===== src/rtl/fiber_pe_arbiter.sv =====
// Round-robin arbiter from NUM_PE processing-element request ports onto the single fiberBank
// request port, with an in-order tag FIFO that steers response beats back to the issuing PE.
module fiber_pe_arbiter #(
   parameter int          NUM_PE     = 4,
   parameter int          DATA_WIDTH = 16,
   parameter int          ADDR_WIDTH = 64,
   parameter int          TAG_DEPTH  = 8,
   parameter logic [15:0] RESP_MASK  = 16'h0006
) (
   input  logic                           i_clk,
   input  logic                           i_nreset,
   input  logic [NUM_PE-1:0]              i_pe_req_valid,
   input  logic [NUM_PE*4-1:0]            i_pe_req_type,
   input  logic [NUM_PE*ADDR_WIDTH-1:0]   i_pe_req_addr,
   input  logic [NUM_PE*DATA_WIDTH-1:0]   i_pe_req_data,
   output logic [NUM_PE-1:0]              o_pe_req_ready,
   output logic [3:0]                     o_request_type,
   output logic [ADDR_WIDTH-1:0]          o_addr,
   output logic [DATA_WIDTH-1:0]          o_data,
   output logic                           o_type_valid,
   input  logic                           i_type_ready,
   input  logic [DATA_WIDTH-1:0]          i_bank_data,
   input  logic                           i_bank_data_valid,
   output logic                           o_bank_data_ready,
   output logic [DATA_WIDTH-1:0]          o_pe_resp_data,
   output logic [NUM_PE-1:0]              o_pe_resp_valid,
   input  logic [NUM_PE-1:0]              i_pe_resp_ready,
   output logic [$clog2(TAG_DEPTH):0]     o_tags_pending,
   output logic                           o_err_orphan
);

   localparam int PW = (NUM_PE > 1) ? $clog2(NUM_PE) : 1;
   localparam int TW = $clog2(TAG_DEPTH);
   localparam int CW = TW + 1;

   // Every port pair here is valid/ready: a transfer happens in a cycle where both are high,
   // and a producer holding valid keeps its payload unchanged until that cycle.

   logic [3:0]            pe_type [NUM_PE];
   logic [ADDR_WIDTH-1:0] pe_addr [NUM_PE];
   logic [DATA_WIDTH-1:0] pe_data [NUM_PE];

   for (genvar k = 0; k < NUM_PE; k++) begin : g_unpack
      assign pe_type[k] = i_pe_req_type[4*k +: 4];
      assign pe_addr[k] = i_pe_req_addr[ADDR_WIDTH*k +: ADDR_WIDTH];
      assign pe_data[k] = i_pe_req_data[DATA_WIDTH*k +: DATA_WIDTH];
   end

   logic                  out_valid_q;
   logic [3:0]            out_type_q;
   logic [ADDR_WIDTH-1:0] out_addr_q;
   logic [DATA_WIDTH-1:0] out_data_q;
   logic [PW-1:0]         rr_ptr_q;
   logic [PW-1:0]         tag_mem_q [TAG_DEPTH];
   logic [TW-1:0]         wr_ptr_q;
   logic [TW-1:0]         rd_ptr_q;
   logic [CW-1:0]         count_q;
   logic                  err_q;

   logic                  slot_free;
   logic                  room;
   logic                  fifo_empty;
   logic [NUM_PE-1:0]     eligible;
   logic                  grant_valid;
   logic [PW-1:0]         grant_idx;
   logic [PW-1:0]         head;
   logic                  push;
   logic                  pop;
   int                    cand;

   assign slot_free  = !out_valid_q || i_type_ready;
   // Room is judged on the registered count only, so a pop in this cycle cannot admit a push.
   assign room       = count_q < CW'(TAG_DEPTH);
   assign fifo_empty = (count_q == '0);
   assign head       = tag_mem_q[rd_ptr_q];

   always_comb begin
      eligible = '0;
      for (int k = 0; k < NUM_PE; k++) begin
         eligible[k] = i_pe_req_valid[k] && (!RESP_MASK[pe_type[k]] || room);
      end
   end

   always_comb begin
      grant_valid = 1'b0;
      grant_idx   = '0;
      cand        = 0;
      for (int i = 1; i <= NUM_PE; i++) begin
         cand = (int'(rr_ptr_q) + i) % NUM_PE;
         if (!grant_valid && eligible[cand[PW-1:0]]) begin
            grant_valid = 1'b1;
            grant_idx   = cand[PW-1:0];
         end
      end
      if (!slot_free || !i_nreset) begin
         grant_valid = 1'b0;
      end
   end

   always_comb begin
      o_pe_req_ready = '0;
      if (grant_valid) begin
         o_pe_req_ready[grant_idx] = 1'b1;
      end
   end

   assign push = grant_valid && RESP_MASK[pe_type[grant_idx]];

   always_comb begin
      o_pe_resp_valid = '0;
      if (!fifo_empty) begin
         o_pe_resp_valid[head] = i_bank_data_valid;
      end
   end

   assign o_bank_data_ready = !fifo_empty && i_pe_resp_ready[head];
   assign pop               = i_bank_data_valid && o_bank_data_ready;
   assign o_pe_resp_data    = i_bank_data;

   always_ff @(posedge i_clk or negedge i_nreset) begin
      if (!i_nreset) begin
         out_valid_q <= 1'b0;
         out_type_q  <= '0;
         out_addr_q  <= '0;
         out_data_q  <= '0;
         rr_ptr_q    <= PW'(NUM_PE - 1);
         wr_ptr_q    <= '0;
         rd_ptr_q    <= '0;
         count_q     <= '0;
         err_q       <= 1'b0;
      end else begin
         if (slot_free) begin
            out_valid_q <= grant_valid;
         end
         if (grant_valid) begin
            out_type_q <= pe_type[grant_idx];
            out_addr_q <= pe_addr[grant_idx];
            out_data_q <= pe_data[grant_idx];
            rr_ptr_q   <= grant_idx;
         end
         if (push) begin
            wr_ptr_q <= wr_ptr_q + 1'b1;
         end
         if (pop) begin
            rd_ptr_q <= rd_ptr_q + 1'b1;
         end
         if (push && !pop) begin
            count_q <= count_q + 1'b1;
         end else if (pop && !push) begin
            count_q <= count_q - 1'b1;
         end
         if (fifo_empty && i_bank_data_valid) begin
            err_q <= 1'b1;
         end
      end
   end

   // Tag storage carries no reset; only entries between the pointers are ever read.
   always_ff @(posedge i_clk) begin
      if (push) begin
         tag_mem_q[wr_ptr_q] <= grant_idx;
      end
   end

   assign o_type_valid   = out_valid_q;
   assign o_request_type = out_type_q;
   assign o_addr         = out_addr_q;
   assign o_data         = out_data_q;
   assign o_tags_pending = count_q;
   assign o_err_orphan   = err_q;

endmodule


===== config.mk =====
export PLATFORM = sky130hd
export DESIGN_NAME = fiber_pe_arbiter
export DESIGN_NICKNAME = d
export VERILOG_FILES = /design/src/rtl/fiber_pe_arbiter.sv
export SDC_FILE = /design/constraint.sdc
export NUM_CORES = 1
export LEC_CHECK = 0
export BUFFER_PORTS_ARGS = -buffer_cell sky130_fd_sc_hd__buf_2
export CAP_MARGIN = 0
export CORE_AREA = 2 2 189 191
export CTS_CLUSTER_DIAMETER = 120
export DETAILED_ROUTE_END_ITERATION = 10
export DIE_AREA = 0 0 191 193
export PLACE_DENSITY = 0.48
export SLEW_MARGIN = 20
export SYNTH_ARGS = -nofsm -noshare
export SYNTH_HDL_FRONTEND = slang
export SYNTH_SLANG_ARGS = --single-unit

===== constraint.sdc =====
create_clock -name i_clk -period 11.3 [get_ports i_clk]
set_input_delay 3.39 -clock i_clk [delete_from_list [all_inputs] [get_ports i_clk]]
set_output_delay 3.39 -clock i_clk [all_outputs]
set_load 0.01 [all_outputs]

Yosys cells after proc, flatten, opt, wreduce, memory -nomap -nowiden
Memory sizes are Yosys's and may differ from the RTL's.
Index checks and enable logic that the tools add are counted.
Word-level totals
  flip-flop bits (word level): 98
  RAM bits: 16
  bits in read-only memories: 80
  input port bits: 364
  output and inout port bits: 115
  word-level logic and storage cells: 119
  memories: 6
Operators by class
  $add $sub $neg: 8
  order comparisons: 15
  muxes and demuxes: 43
  bitwise logic cells: 2
  reduce and logical (&&, ||, !) cells: 36
Memories
  (no name shown): depth 16, width 1, rd ports 1, clocked after Yosys merged registers in 0, write ports 0, line 107  | assign push = grant_valid && RESP_MASK[pe_type[grant_idx]];
  (no name shown): depth 16, width 1, rd ports 1, clocked after Yosys merged registers in 0, write ports 0, line 80  | eligible[k] = i_pe_req_valid[k] && (!RESP_MASK[pe_type[k]] || room);
  (no name shown): depth 16, width 1, rd ports 1, clocked after Yosys merged registers in 0, write ports 0, line 80
  (no name shown): depth 16, width 1, rd ports 1, clocked after Yosys merged registers in 0, write ports 0, line 80
  (no name shown): depth 16, width 1, rd ports 1, clocked after Yosys merged registers in 0, write ports 0, line 80
  tag_mem_q: depth 8, width 2, rd ports 1, clocked after Yosys merged registers in 0, write ports 1, line 54  | logic [PW-1:0] tag_mem_q [TAG_DEPTH];
Operators with widths (number)
  64-bit binary-select mux with 2-bit select: 1
  64-bit two-way mux: 2
  16-bit binary-select mux with 2-bit select: 1
  16-bit two-way mux: 2
  4-bit by 5-bit < comparator with 1-bit output (second input constant): 5
  4-bit two-way mux: 6
  1-bit two-way mux: 19
  2-bit by 3-bit < comparator with 1-bit output (second input constant): 6
  1-bit logical AND: 15
  1-bit zero test: 13
  1-bit binary-select mux with 2-bit select: 5
  4-bit binary-select mux with 2-bit select: 1
  2-bit two-way mux: 4
  3-bit by 1-bit adder with 3-bit output (second input constant): 2
  1-bit logical OR: 6
  2-bit by 1-bit adder with 2-bit output (second input constant): 2
  2-bit adder (second input constant): 2
  4-bit by 1-bit adder with 4-bit output (second input constant): 1
  4-bit bitwise AND: 1
  1-bit demux with 2-bit select: 2
  2-bit by 1-bit >= comparator with 1-bit output (second input constant): 2
  4-bit zero test: 1
  4-bit < comparator (second input constant): 1
  4-bit by 1-bit subtractor with 4-bit output (second input constant): 1
  3 further kinds: 3

Longest topological paths before layout
  depth in word-level cells: 28
  mapped depth: 19
  gate-level depth less buffers: 17

Worst setup path before layout
No wires, ideal clock.
  kind: input to output
  start: input i_pe_req_type[14]
  end: output o_pe_req_ready[0]
  data arrival time: 5342 ps
  required time: 7910 ps
  slack: 2568 ps
  stages on the path: 8
  buffers on the path: 2
  cell sequence: or3b_1 -> o211a_1 -> o32a_1 -> nand3_4 -> inv_4 -> clkbuf_1 -> clkbuf_1 -> nor3_1
Between the ends
  cells in the longest elaborated chain, start to end: 22
  elaborated cells on any way between the ends: 34
  classes of those cells: 2 x order compare; 21 x mux; 10 x reduce/logical; 1 x memory
RTL lines
  start: declaration: line 13  | input logic [NUM_PE*4-1:0] i_pe_req_type,
  memory 16 x 1 bit *
  1-bit two-way mux (not written as such) *: line 80
  1-bit zero test *: line 80
  1-bit logical OR *: line 80
  1-bit logical AND *: line 80
  1-bit binary-select mux with 2-bit select: line 90  | if (!grant_valid && eligible[cand[PW-1:0]]) begin
  1-bit two-way mux (not written as such): line 90
  1-bit two-way mux: line 90
  [... 7 more ...]
  1-bit logical AND: line 90
  2-bit two-way mux *: line 90
  net grant_idx[1]: line 65  | logic [PW-1:0] grant_idx;
  2-bit by 3-bit < comparator with 1-bit output (not written as such) / 2-bit by 1-bit >= comparator with 1-bit output (equally long branches): line 103  | o_pe_req_ready[grant_idx] = 1'b1;
  1-bit logical AND (not written as such): line 103
  1-bit two-way mux (not written as such): line 103
  1-bit demux with 2-bit select *: line 103
  4-bit two-way mux *: line 102  | if (grant_valid) begin
  end: declaration: line 16  | output logic [NUM_PE-1:0] o_pe_req_ready,
Mark *: on every way through the listed nets, which the timed path passes. The rest lies on a longest branch. The select of a mux whose other input is x is not followed.

Worst setup path in the final report
  start: input i_pe_req_type[14]
  end: output o_pe_req_ready[2]
Between the ends
  cells in the longest elaborated chain, start to end: 22
  elaborated cells on any way between the ends: 34
  classes of those cells: 2 x order compare; 21 x mux; 10 x reduce/logical; 1 x memory
RTL lines (line)
  memory 16 x 1 bit *
  1-bit two-way mux (not written as such) *: 80
  1-bit zero test *: 80
  1-bit logical OR *: 80
  1-bit logical AND *: 80
  1-bit binary-select mux with 2-bit select: 90
  1-bit two-way mux (not written as such): 90
  1-bit two-way mux: 90
  [... 6 more ...]
  1-bit zero test: 90
  1-bit logical AND: 90
  2-bit two-way mux: 90
  2-bit by 3-bit < comparator with 1-bit output (not written as such) / 2-bit by 1-bit >= comparator with 1-bit output (equally long branches): 103
  1-bit logical AND (not written as such): 103
  1-bit two-way mux (not written as such): 103
  1-bit demux with 2-bit select: 103
  4-bit two-way mux *: 102
Mark *: on every way between the ends. The rest lies on a longest branch, timed or not. The select of a mux whose other input is x is not followed.

==> impl_metrics.ini <==
[outcome]
status = complete, no violations

[logic_synthesis]
ys_types = 53
synth_area_leaders = dfrtp_1 32%, nand2_1 25%, edfxtp_1 6.4%
synth_top_area_cell = dfrtp_1
async_reset_ff_frac = 0.860
avgSynthCellArea_um2 = 7.02
ys_warn_count = 0
netlist.area_leader.share = 0.321
synth_edf_count = 16
netlist_area_um2 = 7480
synth_cells = 1066
yosys_most_used_dff = dfrtp_1
ys_seq_area_frac = 0.392
synth.ff_latch_count = 114
syn-num-nets = 1436

[critical_path]
critical_path_class = in2out
cp_max_fo = 73
worst-r2r-cell-count = 18
r2r-end = o_tags_pending[3]$_DFFE_PN0P_
r2r_start = o_tags_pending[3]$_DFFE_PN0P_
crit_required_ns = 7.91
start_kind = input pin
startpoint = i_pe_req_type[14]
cp-endpoint = o_pe_req_ready[2]
cp.arrival_ns = 5.69
reg2reg_slack_ns = 6.18
end_kind = primary output

[grt]
antenna_found_initial = 3
groute.usage.overall = 0.145
overflow = 0
grt_pass1_wl_um = 41800
grt_use_met1 = 0.169
grt_max_degree = 90
grt_use_met2 = 0.252
met3_usage = 0.0414
grt_pass1_vias = 7962
top_usage_layer = met2

[cts]
cts_root_buffer = clkbuf_16
cts_tree = built
cts_buffer_depth = 2
clock_sinks = 114
ctsResizeCount = 0
cts_made_buffers = 17
clk_pin_slew_ns = 0.07
htreeDepth = 4
hold_buffers = 0
insertion_delay_ns = 0.41
cts_setup_buffers = 0

[placement]
dp.cells = 1889
dp_hpwl_um = 21400
gp_congestion = 0.810
portBuffers = 446

[timing]
tightest_slew_ns = 0.880
drv_slew = 0
final.min_clock_period_ns = 9.08
max_freq_mhz = 110
finalSetupTns_ns = 0
rsz0062_at_grt = false
hold_viol = 0
slew_headroom = 0.413
fin_skew_ns = 0.00980
setup_viol_count_final = 0
holdWs_ns = 0.471
fin_crit_sh = 0.803

[route]
routed_wirelength_um = 27700
routedWlPerCell_um = 14.4
dr.pass1.iters = 4
ant_nets = 0
vias = 8392
drcViolationCount = 0
drtIter0Drc = 262
viasPerCell = 4.37

[floorplanning]
die_x_um = 191
rows = 69
start_util = 0.214
core_area_um2 = 35000
ios = 479
die_height_um = 193
design.die.area_um2 = 36900

[power]
power_mw = 2.46
power_leakage_nw = 5.51
p_per_area_nw_per_um2 = 232
worst_ir_drop_vdd_mv = 0.133

[cells_and_area]
nets = 1817
area_growth_pct = 41.5
final_util = 0.303
drive_gt1_frac = 0.350
fin_cells = 1922

[min_path]
min_path_cells = 1
hp-class = reg2reg

[flow_run]
cap_viol_max_count = 0
[area by class of cell]
type / instances / area [µm²]
Inverter: 9 / 43.8
Sequential cell: 114 / 2940
Tap cell: 461 / 577
Multi-Input combinational cell: 850 / 4080
Clock inverter: 15 / 221
Antenna cell: 1 / 2.50
Timing Repair Buffer: 455 / 2300
Clock buffer: 17 / 425
Fill cell: 3928 / 24400
[cell usage in the layout (no fill, tap or decap), types with 3 or more instances in the layout]
master	Yosys	final
a211oi_2	3	3
a21oi_1	5	5
buf_2	16	445
buf_4	16	10
bufinv_16	0	4
clkbuf_16	0	17
clkinv_4	0	3
dfrtp_1	96	96
edfxtp_1	16	16
ha_1	5	5
inv_1	6	6
inv_6	0	7
mux2_2	3	3
mux2i_1	6	6
mux4_2	4	4
nand2_1	493	493
nand3_1	83	83
nor2_1	8	8
nor2b_1	4	4
nor3_1	6	6
nor4_1	4	4
o211ai_1	3	3
o21ai_0	93	93
o21ai_1	76	76
xnor2_1	12	12
[state kept, by name (all words and copies together) (netlist names)]
name / cells
o_err_orphan: 1
tag_mem_q: 16
o_request_type: 4
rr_ptr_q: 2
wr_ptr_q: 3
o_type_valid: 1
o_data: 16
o_addr: 64
rd_ptr_q: 3
o_tags_pending: 4
[power by group]
| part | internal [mW] | leakage (nW) | switching, mW |
|---|---|---|---|
| Sequential | 0.580 | 1.34 | 0.108 |
| Clock | 0.378 | 0.318 | 0.226 |
| Combinational | 0.434 | 3.86 | 0.729 |
| Total | 1.39 | 5.51 | 1.06 |
[per-stage QoR]
stage	setup WS (ns)	cell area (µm²)
2_1_floorplan	2.57	7480
3_3_place_gp	2.25	9940
3_5_place_dp	2.23	9940
4_1_cts	2.22	10600
5_1_grt	2.07	10600
6_report	2.22	10600
[kinds of logic (layout without fill, tap and decap cells)]
logic type	Yosys count	count (layout)	synth area share
compound gates	206	206	0.158
xor+xnor	12	12	0.0141
fa+ha+maj	6	6	0.0110
buf+inv	102	496	0.0629
flops	114	114	0.392
mux	14	14	0.0266
other cells	0	1	0
simple gates	612	612	0.335
[how the worst min path moves through the flow]
stage / start / slack (ns) / end
after detailed placement: o_data[12]$_DFFE_PN0P_ / 0.47 / o_data[12]$_DFFE_PN0P_
after floorplan: rr_ptr_q[0]$_DFFE_PN1P_ / 0.49 / rr_ptr_q[0]$_DFFE_PN1P_
after global routing: o_err_orphan$_DFFE_PN0P_ / 0.50 / o_err_orphan$_DFFE_PN0P_
final: o_err_orphan$_DFFE_PN0P_ / 0.47 / o_err_orphan$_DFFE_PN0P_
after CTS: o_data[12]$_DFFE_PN0P_ / 0.48 / o_data[12]$_DFFE_PN0P_
after global placement: o_addr[1]$_DFFE_PN0P_ / 0.46 / o_addr[1]$_DFFE_PN0P_
[critical path: stages]
cell and delay, ns:
buf_2 0.10, or3b_1 0.44, o211a_1 0.27, o32a_1 0.39, nand3_4 0.19, buf_4 0.59
nor3_1 0.12, buf_2 0.17
[layer usage]
metal	up-vias	wire, µm
li1	4297	-
met1	3720	11200
met2	324	13500
met3	45	2090
met4	6	779
met5	-	35
[cells in the mapped netlist (4+ instances only)]
master / instances
nor4_1: 4
nand3_1: 83
nand2_1: 493
mux2i_1: 6
clkbuf_1: 58
mux4_2: 4
nor2_1: 8
buf_2: 16
o21ai_1: 76
buf_4: 16
xnor2_1: 12
nor3_1: 6
edfxtp_1: 16
dfrtp_1: 96
inv_1: 6
a21oi_1: 5
o21ai_0: 93
ha_1: 5
nor2b_1: 4
Power figures use the tool's default switching activity.
